<file path="src/rtl/fright_timer.sv">
// Frightened-mode timer: counts fright and flash time, and issues the reversal
// pulse, the expiry pulse and the escalating ghost-eat score values.
//
// Ports:
//   clk, rst            clock, async active-high reset
//   fright_time         seconds of fright (sampled on pellet)
//   fright_flashes      flash count (sampled on pellet)
//   pellet_eaten        trigger pulse
//   ghost_eaten         frightened ghost caught
//   pause               freezes timers
//   frightened          ghosts in frightened mode
//   flash_white         draw frightened ghosts white
//   ghost_reverse       one-cycle reversal pulse
//   fright_done         one-cycle natural expiry pulse
//   ghost_points        last ghost score
//   ghost_points_valid  qualifies ghost_points
module fright_timer #(
  parameter int SEC_CYCLES        = 25000000,
  parameter int FLASH_HALF_CYCLES = 5000000,
  parameter int CNT_W             = 32
) (
  input  logic        clk,
  input  logic        rst,
  input  logic [3:0]  fright_time,
  input  logic [2:0]  fright_flashes,
  input  logic        pellet_eaten,
  input  logic        ghost_eaten,
  input  logic        pause,
  output logic        frightened,
  output logic        flash_white,
  output logic        ghost_reverse,
  output logic        fright_done,
  output logic [11:0] ghost_points,
  output logic        ghost_points_valid
);

  typedef enum logic [1:0] {
    IDLE  = 2'd0,
    BLUE  = 2'd1,
    FLASH = 2'd2
  } state_e;

  localparam logic [CNT_W-1:0] SEC_C  = CNT_W'(SEC_CYCLES);
  localparam logic [CNT_W-1:0] FLW_C  = CNT_W'(2 * FLASH_HALF_CYCLES);
  localparam logic [CNT_W-1:0] HALF_C = CNT_W'(FLASH_HALF_CYCLES);

  state_e           state_q, state_d;
  logic [CNT_W-1:0] remain_q, remain_d;
  logic [CNT_W-1:0] win_q, win_d;
  logic [CNT_W-1:0] phase_q, phase_d;
  logic             flash_q, flash_d;
  logic [1:0]       combo_q, combo_d;
  logic             rev_q, rev_d;
  logic             done_q, done_d;
  logic [11:0]      pts_q, pts_d;
  logic             pv_q, pv_d;

  logic [CNT_W-1:0] t_new, w_new;
  logic [CNT_W-1:0] rem_dec, ph_dec;

  assign t_new   = {{(CNT_W-4){1'b0}}, fright_time} * SEC_C;
  assign w_new   = {{(CNT_W-3){1'b0}}, fright_flashes} * FLW_C;
  assign rem_dec = remain_q - 1'b1;
  assign ph_dec  = phase_q - 1'b1;

  always_ff @(posedge clk or posedge rst) begin
    if (rst) begin
      state_q  <= IDLE;
      remain_q <= '0;
      win_q    <= '0;
      phase_q  <= '0;
      flash_q  <= 1'b0;
      combo_q  <= 2'd0;
      rev_q    <= 1'b0;
      done_q   <= 1'b0;
      pts_q    <= 12'd0;
      pv_q     <= 1'b0;
    end else begin
      state_q  <= state_d;
      remain_q <= remain_d;
      win_q    <= win_d;
      phase_q  <= phase_d;
      flash_q  <= flash_d;
      combo_q  <= combo_d;
      rev_q    <= rev_d;
      done_q   <= done_d;
      pts_q    <= pts_d;
      pv_q     <= pv_d;
    end
  end

  always_comb begin
    state_d  = state_q;
    remain_d = remain_q;
    win_d    = win_q;
    phase_d  = phase_q;
    flash_d  = flash_q;
    combo_d  = combo_q;
    rev_d    = 1'b0;
    done_d   = 1'b0;
    pts_d    = pts_q;
    pv_d     = 1'b0;
    if (pellet_eaten) begin
      // trigger overrides everything, including a same-cycle expiry
      remain_d = t_new;
      win_d    = w_new;
      combo_d  = 2'd0;
      rev_d    = 1'b1;
      phase_d  = HALF_C;
      if (t_new == '0) begin
        state_d = IDLE;
        flash_d = 1'b0;
      end else if (w_new >= t_new) begin
        state_d = FLASH;
        flash_d = 1'b1;
      end else begin
        state_d = BLUE;
        flash_d = 1'b0;
      end
      // same-cycle ghost sees the freshly reset combo
      if (ghost_eaten && (t_new != '0)) begin
        pts_d   = 12'd200;
        pv_d    = 1'b1;
        combo_d = 2'd1;
      end
    end else if (state_q != IDLE) begin
      if (ghost_eaten) begin
        pts_d   = 12'd200 << combo_q;
        pv_d    = 1'b1;
        combo_d = (combo_q == 2'd3) ? 2'd3 : combo_q + 2'd1;
      end
      if (!pause) begin
        remain_d = rem_dec;
        if (rem_dec == '0) begin
          state_d = IDLE;
          flash_d = 1'b0;
          done_d  = 1'b1;
        end else begin
          unique case (state_q)
            BLUE: begin
              if ((win_q != '0) && (rem_dec <= win_q)) begin
                state_d = FLASH;
                flash_d = 1'b1;
                phase_d = HALF_C;
              end
            end
            FLASH: begin
              if (ph_dec == '0) begin
                flash_d = ~flash_q;
                phase_d = HALF_C;
              end else begin
                phase_d = ph_dec;
              end
            end
            default: begin
            end
          endcase
        end
      end
    end
  end

  always_comb begin
    frightened         = (state_q != IDLE);
    flash_white        = flash_q;
    ghost_reverse      = rev_q;
    fright_done        = done_q;
    ghost_points       = pts_q;
    ghost_points_valid = pv_q;
  end

endmodule
</file>
<file path="config.mk">
export PLATFORM = sky130hd
export DESIGN_NAME = fright_timer
export DESIGN_NICKNAME = d
export VERILOG_FILES = /design/src/rtl/fright_timer.sv
export SDC_FILE = /design/constraint.sdc
export NUM_CORES = 1
export LEC_CHECK = 0
export CAP_MARGIN = 20
export CORE_ASPECT_RATIO = 1.1
export CORE_MARGIN = 2
export CORE_UTILIZATION = 33
export DETAILED_ROUTE_END_ITERATION = 12
export GPL_ROUTABILITY_DRIVEN = 0
export GPL_TIMING_DRIVEN = 0
export SETUP_SLACK_MARGIN = 0.1
export SKIP_LAST_GASP = 1
export SLEW_MARGIN = 20
export SYNTH_ARGS = -nofsm -noshare
export SYNTH_HDL_FRONTEND = slang
export SYNTH_SLANG_ARGS = --single-unit
</file>
<file path="constraint.sdc">
create_clock -name clk -period 6.2 [get_ports clk]
set_clock_uncertainty 0.1 [all_clocks]
set_input_delay 0.62 -clock clk [delete_from_list [all_inputs] [get_ports clk]]
set_output_delay 0.62 -clock clk [all_outputs]
set_load 0.02 [all_outputs]
</file>
### Word level (Yosys, flattened, before mapping)

Cells that the tools add are included.

* bitwise operators: 1
* muxes and demuxes: 45
* $add $sub $neg: 3
* shifts and indexed selects: 1
* reductions and logical operators: 20
* eq/ne operators: 9
* multiply operators: 2
* magnitude comparators: 2

Operator list (number)
* two-way mux 32 bit: 9
* zero test 32 bit: 3
* one-hot mux 32 bit (2 select lines): 1
* nonzero test 32 bit: 2
* subtractor 32 x 1 -> 32 bit, second input constant: 2
* two-way mux 12 bit: 4
* <= comparator 32 x 27 -> 1 bit: 1
* greater-or-equal comparator 27 x 29 -> 1 bit: 1
* two-way mux 2 bit: 12
* multiplier 4 x 19 -> 23 bit, second input constant: 1
* multiplier 3 x 17 -> 20 bit, second input constant: 1
* two-way mux 1 bit: 18
* left shift 8 x 2 -> 12 bit, first input constant: 1
* AND reduction 5 bit: 2
* nonzero test 3 bit: 3
* inequality test 4 bit, second input constant: 2
* nonzero test 2 bit: 3
* == test 2 bit, second input constant: 2
* inequality test 2 bit, second input constant: 2
* AND reduction 2 bit: 2
* AND reduction 4 bit: 1
* nonzero test 4 bit: 1
* inequality test 3 bit, second input constant: 1
* AND reduction 3 bit: 1
* 6 further kinds: 7

* output and inout bits: 17
* register bits: 104
* input bits: 12
* logic and storage cells: 93

### Longest topological paths before layout

Gate-level depths: netlist of run 1.

* depth after elaboration: 9
* depth in mapped cells: 24
* depth with buffers taken out: 23

### Worst setup path after synthesis of run 1

No wires, ideal clock.

* path type: input-to-reg
* start: in fright_time[2]
* end: reg state_q[1]
* data required time: 5.967 ns
* library setup time: 0.133 ns
* setup slack: 0.825 ns
* path buffers: 0
* arrival time: 5.142 ns
* stages: 22
* cells stage by stage: inv_1 -> fa_1 -> xnor2_1 -> ha_1 -> ha_1 -> a211oi_1 -> nor2_1 -> or3_1 -> a21o_1 -> a21oi_1 -> xnor2_1 -> inv_1 -> ha_1 -> a211oi_1 -> o21ai_0 -> a2111oi_0 -> a21oi_1 -> a311oi_1 -> maj3_1 -> o21ai_0 -> nor4b_1 -> o21bai_1

* longest elaborated chain between the ends: 5

Ends and longest elaborated chain
* from (decl): line 24 `input logic [3:0] fright_time,`
* multiplier 4 x 19 -> 23 bit (*): line 61 `assign t_new = {{(CNT_W-4){1'b0}}, fright_time} * SEC_C;`
* greater-or-equal comparator 27 x 29 -> 1 bit: line 113 `end else if (w_new >= t_new) begin`
* two-way mux 2 bit: line 113
* two-way mux 2 bit (*): line 110 `if (t_new == '0) begin`
* two-way mux 2 bit (*): line 103 `if (pellet_eaten) begin`
* to (signal assigned): line 79 `state_q <= state_d;`
* to (decl): line 47 `state_e state_q, state_d;`

Mark *: on every way between the ends. The rest lies on a longest branch, timed or not.
A chain may end at the register's enable or synchronous reset.

### Worst setup path in the final report of run 1

* start: in fright_time[3]
* end: reg state_q[1]

The elaborated chain is that of the path after synthesis.

==> results.py, run 1 <==
metrics = {
    "global_routing": {
        "grt_pass1_wl_mm": 42.7,
        "grt_pass1_vias": 7880,
        "overflow": 0,
        "antenna_found_initial": 0,
        "grt_max_degree": 52,
        "grtUsageTotal_pct": 18.9,
    },
    "clock_tree": {
        "htree_levels": 3,
        "ctsHoldBuffers": 0,
        "cts-root-buf": "clkbuf_16",
        "cts_tree": "yes",
        "numCtsBuffers": 9,
        "cts_max_path_buffers": 2,
        "clock-sinks": 99,
        "clk_pin_slew_ns": 0.07,
        "clk_latency_ns": 0.36,
    },
    "sta": {
        "worst_pin_slew_ns": 1.03,
        "setup_viol": 0,
        "finalSetupTns_ns": 0,
        "slew_violations": 0,
        "finalHoldViolCount": 0,
        "period_needed_ns": 5.71,
        "rsz0062_at_grt": "true",
        "period_share_pct": 92.1,
        "fmax_mhz": 175,
        "hold_ws_ns": 0.396,
        "slew_headroom_pct": 30.7,
    },
    "final_layout": {
        "drive_gt1_share_pct": 7.62,
        "multi_input_area_sq_um": 5880,
        "diodes": 0,
        "area_delta_synth_final_pct": 11.9,
        "seqCellArea_sq_um": 2480,
        "final_cell_mix": "99 x nor2_1, 99 x dfrtp_1, 85 x nand2_1, 85 x ha_1, 64 x o21ai_0",
        "stdcell_count": 1467,
        "finalInstanceArea_sq_um": 9880,
        "n_fill_cell": 2777,
        "final_nets": 1213,
    },
    "critical_path": {
        "crit_end": "state_q[1]",
        "path_common_cell": "ha_1",
        "rr_startpoint": "remain_q[3]",
        "worstSetupEndpointType": "register",
        "cp.arrival_ns": 5.84,
        "cp_data_required_time_ns": 6.33,
        "r2r_cells": 17,
        "start_kind": "input pin",
        "crit_path_start": "fright_time[3]",
        "critPathMaxStageDelay_ns": 0.60,
        "ff2ff_setup_slack_ns": 0.72,
        "timing.rr.end": "phase_q[17]",
        "cp_slowest_cell": "fa_2",
        "path_cells": "clkdlybuf4s15_2, inv_1, fa_2, xnor2_1, ha_1, ha_1, a211oi_1, nor2_1, or3_1, a21o_1, a21oi_1, xnor2_1, inv_1, ha_1, a211oi_1, o21ai_1, a2111oi_2, a21oi_1, a311oi_2, maj3_1, o21ai_1, nor4b_2, o21bai_1",
        "critPathKind": "input pin to register",
        "crit_fanout": 6,
    },
    "floorplanning": {
        "pin_count": 29,
        "die_h_um": 176,
        "core_sq_um": 26200,
        "chipWidth_um": 160,
        "rows": 62,
        "die_area_sq_um": 28100,
        "start_util_pct": 33.7,
    },
    "drt": {
        "wire_per_inst_um": 18.0,
        "drt_iter0_markers": 721,
        "route.detailed.drc": 0,
        "firstDrtPassIters": 5,
        "vias": 8160,
        "antenna_left": 0,
        "vias_per_cell": 5.56,
        "wl_mm": 26.4,
    },
    "placed_design": {
        "placed_cells": 1451,
        "hpwl_mm": 19.9,
        "place_area_sq_um": 9550,
        "io_buffers": 24,
    },
    "power": {
        "total_power_mw": 2.79,
        "p_leak_nw": 3.96,
        "powerDensity_nw_per_um2": 282,
        "peakVddDrop_mv": 0.165,
    },
    "logic_synthesis": {
        "synth-edff-count": 0,
        "synth_seq_cells": 99,
        "synth-warning-count": 0,
        "synth-async-reset-ratio_pct": 100,
        "synth_cells": 1071,
        "synth-main-ff-cell": "dfrtp_1",
        "syn_area_sq_um": 8830,
        "postSynthAreaPerCell_sq_um": 8.24,
        "ys_seq_area_share_pct": 28.1,
        "yosysUniqueCellTypes": 83,
    },
    "flow_run": {
        "drv_cap": 0,
    },
    "outcome": {
        "status": "complete, no violations",
    },
    "hold_path": {
        "hold_class": "register to register",
    },
}
==> repair_timing <==
action / in CTS / in global routing
endpoints found under the hold margin: 0 / 0
setup endpoints to repair: 3 / 25
gates resized for setup: 10 / 12
buffers inserted: 0 / 0
pin swaps: 0 / 1
cloned: 0 / 0
==> flip-flops by register name (all words and copies together) (netlist names) <==
register,flops
phase_q,32
fright_done,1
ghost_points,8
ghost_reverse,1
flash_white,1
state_q,2
remain_q,32
combo_q,2
win_q,19
ghost_points_valid,1
==> per-layer routing <==
metal / share of wire, % / wire length (um) / track usage, %
met2: 46 / 12200 / 30.9
met1: 47 / 12300 / 26.1
met4: 2.4 / 645 / 6.46
met5: 0 / 0 / 0
met3: 4.7 / 1230 / 2.17
==> final cells by class <==
class	count	share of cell area, %
flip-flops and latches	99	25.1
multi-input cells	847	59.5
repair buffers	25	2.69
clock inverters	7	0.684
inverters	63	2.44
plain buffers	65	2.85
clock buffers	9	2.28
well taps	352	4.46
==> through the flow <==
| step | utilization (%) | setup WS [ns] |
|---|---|---|
| final | 37.7 | 0.489 |
| after global routing | 37.7 | 0.0805 |
| after CTS | 37.6 | 0.100 |
| after detailed placement | 36.4 | -0.754 |
| after global placement | 36.3 | -0.766 |
| after floorplan | - | 0.825 |
==> synth_stat cells (8+ instances only) <==
| library cell | count | share of area, % |
|---|---|---|
| nor2b_1 | 9 | 0.64 |
| a311oi_1 | 10 | 0.99 |
| a21o_1 | 11 | 0.94 |
| or2_2 | 14 | 0.99 |
| o21a_1 | 8 | 0.68 |
| buf_2 | 12 | 0.68 |
| nor4_1 | 20 | 1.4 |
| a31oi_1 | 14 | 0.99 |
| or3_1 | 17 | 1.2 |
| nor2_1 | 99 | 4.2 |
| nor3_1 | 48 | 2.7 |
| nand2_1 | 85 | 3.6 |
| clkbuf_1 | 41 | 1.7 |
| xor2_1 | 33 | 3.3 |
| or4_1 | 14 | 1.2 |
| ha_1 | 85 | 12 |
| a211oi_1 | 11 | 0.94 |
| nand2b_1 | 10 | 0.71 |
| nand4_1 | 23 | 1.6 |
| inv_1 | 63 | 2.7 |
| nand3_1 | 38 | 2.2 |
| dfrtp_1 | 99 | 28 |
| a21oi_1 | 50 | 2.8 |
| o21ai_0 | 67 | 3.8 |
| xnor2_1 | 40 | 4.0 |
==> critical path, delay by kind of cell <==
| family | cells | cell delay, ns |
|---|---|---|
| AOI/OAI and AO/OA | 10 | 1.87 |
| adders and majority gates | 5 | 1.73 |
| and+or+nand+nor | 3 | 0.70 |
| buffers and inverters | 3 | 0.57 |
| xor gates and xnor gates | 2 | 0.34 |
==> cells by family after synthesis <==
family / synth area share [%]
fa+ha+maj: 13.5
mux: 0.128
buf+inv: 5.87
xor+xnor: 7.24
simple gates: 25.9
compound gates: 19.2
flops: 28.1
other cells: 0.0425
==> where the power goes <==
part / internal, mW / switching (mW)
Combinational: 0.506 / 0.885
Sequential: 0.732 / 0.0779
Clock: 0.286 / 0.300
==> worst min-delay path by stage <==
| stage | start | endpoint | slack, ns | depth (start not counted) |
|---|---|---|---|---|
| 6_report | ghost_points[6] | ghost_points[6] | 0.40 | 1 |
| 5_1_grt | ghost_points[7] | ghost_points[7] | 0.42 | 1 |
| 4_1_cts | ghost_points[6] | ghost_points[6] | 0.40 | 1 |
| 3_5_place_dp | ghost_points[6] | ghost_points[6] | 0.38 | 1 |
| 3_3_place_gp | ghost_points[6] | ghost_points[6] | 0.38 | 1 |
| 2_1_floorplan | phase_q[8] | phase_q[8] | 0.39 | 1 |
(Power assumes the default switching activity.)
==> run 2: changes to the inputs <==
--- a/config.mk
+++ b/config.mk
@@ -7,11 +7,12 @@
 export LEC_CHECK = 0
 export CAP_MARGIN = 20
 export CORE_ASPECT_RATIO = 1.1
-export CORE_MARGIN = 2
+export CORE_MARGIN = 5
 export CORE_UTILIZATION = 33
 export DETAILED_ROUTE_END_ITERATION = 12
 export GPL_ROUTABILITY_DRIVEN = 0
 export GPL_TIMING_DRIVEN = 0
+export PLACE_DENSITY_LB_ADDON = 0.25
 export SETUP_SLACK_MARGIN = 0.1
 export SKIP_LAST_GASP = 1
 export SLEW_MARGIN = 20
==> results.py, run 2 (synthesized netlist as in run 1, its figures left out) <==
metrics = {
    "floorplanning": {
        "chipWidth_um": 166,
        "die_area_sq_um": 30100,
        "start_util_pct": 33.7,
        "pin_count": 29,
        "rows": 62,
        "die_h_um": 182,
        "core_sq_um": 26200,
    },
    "critical_path": {
        "worstSetupEndpointType": "register",
        "cp_data_required_time_ns": 6.33,
        "crit_path_start": "fright_time[1]",
        "rr_startpoint": "remain_q[3]",
        "start_kind": "input pin",
        "ff2ff_setup_slack_ns": 0.78,
        "timing.rr.end": "phase_q[17]",
        "crit_end": "state_q[1]",
        "crit_fanout": 6,
        "r2r_cells": 17,
        "critPathKind": "input pin to register",
        "cp.arrival_ns": 5.91,
    },
    "final_layout": {
        "final_cell_mix": "99 x nor2_1, 99 x dfrtp_1, 85 x nand2_1, 85 x ha_1, 65 x o21ai_0",
        "finalInstanceArea_sq_um": 9890,
        "post-route-util_pct": 37.7,
        "stdcell_count": 1467,
        "area_delta_synth_final_pct": 12.1,
        "top_regs": "phase_q x32, remain_q x32, win_q x19",
        "final_nets": 1213,
        "diodes": 0,
        "drive_gt1_share_pct": 7.71,
        "n_fill_cell": 2774,
    },
    "global_routing": {
        "grt_max_degree": 51,
        "grt_pass1_vias": 7945,
        "grtUsageTotal_pct": 17.7,
        "antenna_found_initial": 0,
        "overflow": 0,
        "grt_pass1_wl_mm": 43.6,
    },
    "sta": {
        "period_needed_ns": 5.78,
        "finalHoldViolCount": 0,
        "slew_headroom_pct": 26.6,
        "worst_slack_ns": 0.422,
        "rsz0062_at_grt": "false",
        "worst_pin_slew_ns": 1.09,
        "finalSetupTns_ns": 0,
        "hold_ws_ns": 0.394,
        "slew_violations": 0,
        "setup_viol": 0,
        "period_share_pct": 93.2,
        "fmax_mhz": 173,
    },
    "drt": {
        "wire_per_inst_um": 18.3,
        "vias": 8164,
        "vias_per_cell": 5.57,
        "firstDrtPassIters": 5,
        "drt_iter0_markers": 686,
        "antenna_left": 0,
        "wl_mm": 26.8,
        "route.detailed.drc": 0,
    },
    "placed_design": {
        "hpwl_mm": 20.3,
        "pre_cts_slack_ns": -0.862,
        "io_buffers": 24,
        "placed_cells": 1451,
        "place_area_sq_um": 9550,
    },
    "clock_tree": {
        "clk_latency_ns": 0.37,
        "postCtsSetupBuffers": 0,
        "cts_max_path_buffers": 2,
        "cts_tree": "yes",
        "cts-root-buf": "clkbuf_16",
        "htree_levels": 3,
        "numCtsBuffers": 9,
        "clock-sinks": 99,
        "clk_pin_slew_ns": 0.07,
        "ctsHoldBuffers": 0,
    },
    "hold_path": {
        "hold_class": "register to register",
    },
    "outcome": {
        "status": "complete, no violations",
    },
    "power": {
        "peakVddDrop_mv": 0.153,
        "p_leak_nw": 3.96,
        "powerDensity_nw_per_um2": 285,
        "total_power_mw": 2.82,
    },
    "flow_run": {
        "drv_cap": 0,
    },
}
run 2: cell count changes in the layout (fill, tap and decap cells not counted), sizes merged:
cell,previous run,this run
clkdlybuf4s18,0,2
inv,68,66
buf,26,25
bufinv,0,1
clkbuf,50,51
clkdlybuf4s15,2,1
clkinv,2,1
clkinvlp,0,1
run 2: report_power, final:
part | internal (mW) | total [mW] | switching (mW)
clock | 0.329 | 0.621 | 0.292
sequential | 0.732 | 0.811 | 0.0785
combinational | 0.507 | 1.39 | 0.886
run 2: layer usage:
layer / share of wire, % / vias to the layer above / GRT usage, %
li1: - / 3976 / -
met1: 47 / 3942 / 24.4
met2: 46 / 208 / 29.0
met3: 4.4 / 38 / 2.31
met4: 2.2 / 0 / 5.58
met5: 0 / - / 0
run 2: worst min path at each step:
stage / start / end / slack (ns) / depth (start not counted)
after floorplan: phase_q[8] / phase_q[8] / 0.39 / 1
after global placement: ghost_points[6] / ghost_points[6] / 0.38 / 1
after detailed placement: ghost_points[6] / ghost_points[6] / 0.38 / 1
after CTS: ghost_points[6] / ghost_points[6] / 0.40 / 1
after global routing: ghost_points[7] / ghost_points[7] / 0.41 / 1
final: ghost_points[6] / ghost_points[6] / 0.39 / 1
run 2: layout make-up:
cell class | count | area (sq um) | share of cell area [%]
clock inverter | 6 | 68.8 | 0.696
clock buffer | 10 | 239 | 2.42
timing repair buffer | 25 | 269 | 2.72
buffer | 65 | 282 | 2.85
multi-input combinational | 847 | 5880 | 59.4
sequential | 99 | 2480 | 25.0
tap | 352 | 440 | 4.45
inverter | 63 | 241 | 2.44
run 2: what timing repair did:
item,in CTS,in global routing
gates resized for setup,12,10
setup endpoints to repair,3,11
gates cloned,0,0
pin swaps,1,1
run 2: worst max-delay path, cell delays in order:
cell,delay [ns]
clkdlybuf4s18_2,0.29
inv_1,0.13
fa_2,0.64
xnor2_1,0.13
ha_1,0.28
ha_1,0.32
a211oi_1,0.25
nor2_1,0.11
or3_1,0.40
a21o_1,0.20
a21oi_2,0.17
xnor2_2,0.15
inv_1,0.10
ha_1,0.33
a211oi_1,0.27
o21ai_1,0.17
a2111oi_2,0.24
a21oi_1,0.11
a311oi_1,0.28
maj3_1,0.22
o21ai_1,0.12
nor4b_2,0.20
o21bai_1,0.18
==> run 3: changes to the inputs <==
--- a/config.mk
+++ b/config.mk
@@ -5,13 +5,14 @@
 export SDC_FILE = /design/constraint.sdc
 export NUM_CORES = 1
 export LEC_CHECK = 0
-export CAP_MARGIN = 20
+export CAP_MARGIN = 40
 export CORE_ASPECT_RATIO = 1.1
 export CORE_MARGIN = 5
 export CORE_UTILIZATION = 33
 export DETAILED_ROUTE_END_ITERATION = 12
 export GPL_ROUTABILITY_DRIVEN = 0
 export GPL_TIMING_DRIVEN = 0
+export MAX_ROUTING_LAYER = met4
 export PLACE_DENSITY_LB_ADDON = 0.25
 export SETUP_SLACK_MARGIN = 0.1
 export SKIP_LAST_GASP = 1
==> results.py, run 3 (synthesized netlist as in run 1, its figures left out) <==
metrics = {
    "clock_tree": {
        "cts-root-buf": "clkbuf_16",
        "clk_latency_ns": 0.37,
        "cts_max_path_buffers": 2,
        "cts_tree": "yes",
        "numCtsBuffers": 9,
        "clock-sinks": 99,
        "htree_levels": 3,
        "clk_pin_slew_ns": 0.07,
        "postCtsSetupBuffers": 0,
    },
    "floorplanning": {
        "core_sq_um": 26200,
        "die_area_sq_um": 30100,
        "die_h_um": 182,
        "rows": 62,
        "start_util_pct": 33.7,
        "chipWidth_um": 166,
        "pin_count": 29,
    },
    "sta": {
        "period_share_pct": 92.7,
        "hold_ws_ns": 0.393,
        "fmax_mhz": 174,
        "slew_headroom_pct": 45.0,
        "setup_viol": 0,
        "rsz0062_at_grt": "false",
        "period_needed_ns": 5.75,
        "finalSetupTns_ns": 0,
        "finalHoldViolCount": 0,
        "worst_pin_slew_ns": 0.818,
        "slew_violations": 0,
    },
    "global_routing": {
        "antenna_found_initial": 0,
        "grt_max_degree": 51,
        "overflow": 0,
        "grt_pass1_wl_mm": 43.8,
        "grtUsageTotal_pct": 18.3,
        "grt_pass1_vias": 7973,
    },
    "critical_path": {
        "timing.rr.end": "phase_q[17]",
        "cp_data_required_time_ns": 6.40,
        "worstSetupEndpointType": "register",
        "crit_fanout": 6,
        "critPathKind": "input pin to register",
        "ff2ff_setup_slack_ns": 0.73,
        "start_kind": "input pin",
        "r2r_cells": 17,
        "cp.arrival_ns": 5.95,
        "rr_startpoint": "remain_q[3]",
    },
    "drt": {
        "wl_met1_mm": 12.6,
        "wire_per_inst_um": 18.2,
        "antenna_left": 0,
        "dr.max_layer_used": "met4",
        "wl_met3_mm": 1.25,
        "route.detailed.drc": 0,
        "vias": 8201,
        "wl_met2_mm": 12.2,
        "drt_iter0_markers": 776,
        "wl_mm": 26.7,
        "vias_per_cell": 5.59,
        "firstDrtPassIters": 6,
    },
    "placed_design": {
        "io_buffers": 24,
        "hpwl_mm": 20.3,
        "placed_cells": 1452,
    },
    "final_layout": {
        "n_fill_cell": 2774,
        "drive_gt1_share_pct": 7.71,
        "stdcell_count": 1468,
        "top_regs": "phase_q x32, remain_q x32, win_q x19",
        "final_nets": 1214,
        "diodes": 0,
        "final_cell_mix": "99 x nor2_1, 99 x dfrtp_1, 85 x nand2_1, 85 x ha_1, 65 x o21ai_0",
        "area_delta_synth_final_pct": 12.1,
    },
    "power": {
        "powerDensity_nw_per_um2": 282,
        "p_leak_nw": 3.96,
        "peakVddDrop_mv": 0.154,
        "total_power_mw": 2.79,
    },
    "hold_path": {
        "holdPathStages": 1,
        "whs_endpoint": "ghost_points[6]",
        "hold_class": "register to register",
        "hold_path_startpoint": "ghost_points[6]",
    },
    "outcome": {
        "status": "complete, no violations",
    },
    "flow_run": {
        "drv_cap": 0,
    },
}
## run 3: cell types whose count changed in the layout (fill, tap and decap cells not counted), sizes merged
cell and delta:
bufinv -1, clkdlybuf4s15 +1, clkinv -1, clkbuf +1, clkinvlp +1
## run 3: layout make-up
cell class	instances	area [sq um]	area share, %
Buffer	65	282	2.84
Clock buffer	11	243	2.45
Clock inverter	5	41.3	0.417
Inverter	63	241	2.44
Multi-Input combinational cell	847	5890	59.5
Sequential cell	99	2480	25.0
Tap cell	352	440	4.45
Timing Repair Buffer	26	280	2.83
## run 3: how the worst max path moves through the flow
stage | endpoint | cells after the start | start
after floorplan | state_q[1] | 22 | fright_time[2]
after global placement | state_q[1] | 23 | fright_time[2]
after detailed placement | state_q[1] | 23 | fright_time[2]
after CTS | state_q[1] | 23 | fright_time[2]
after global routing | state_q[1] | 23 | fright_time[1]
final | flash_white | 22 | fright_time[1]
## run 3: worst max-delay path, stage by stage
cell and delay [ns]:
clkdlybuf4s15_2 0.29, inv_1 0.14, fa_2 0.64, xnor2_1 0.09, ha_1 0.18, a21o_1 0.18
ha_1 0.33, nor2b_1 0.16, o31a_1 0.28, o32ai_1 0.40, o21ai_0 0.25, a21o_1 0.22
a21oi_1 0.16, xor2_1 0.35, ha_1 0.18, nand2_1 0.08, nor3_1 0.25, a311oi_2 0.13
maj3_1 0.36, o21ai_2 0.21, nor4b_4 0.26, o32a_1 0.17
## run 3: timing repair
| action | in CTS | in global routing |
|---|---|---|
| setup endpoints to repair | 3 | 21 |
| pin swaps | 1 | 0 |
| hold buffers | 0 | 0 |
| resized for setup | 11 | 11 |
## run 3: layer usage
| layer | GRT usage (%) | up-vias |
|---|---|---|
| li1 | - | 3979 |
| met1 | 24.3 | 3973 |
| met2 | 28.7 | 207 |
| met3 | 2.85 | 42 |
| met4 | 6.04 | 0 |
| met5 | - | - |
## run 3: power by group
part	internal, mW	leakage [nW]	switching [mW]
logic	0.512	2.60	0.890
registers	0.732	1.23	0.0777
clock network	0.289	0.133	0.285
## run 3: per-stage QoR
step           cell area [sq um]  setup slack, ns  util (%)
2_1_floorplan               8840            0.825         -
3_3_place_gp                9520           -0.778      36.3
3_5_place_dp                9560           -0.833      36.5
4_1_cts                     9850            0.106      37.6
5_1_grt                     9900            0.100      37.7
6_report                    9900            0.451      37.7
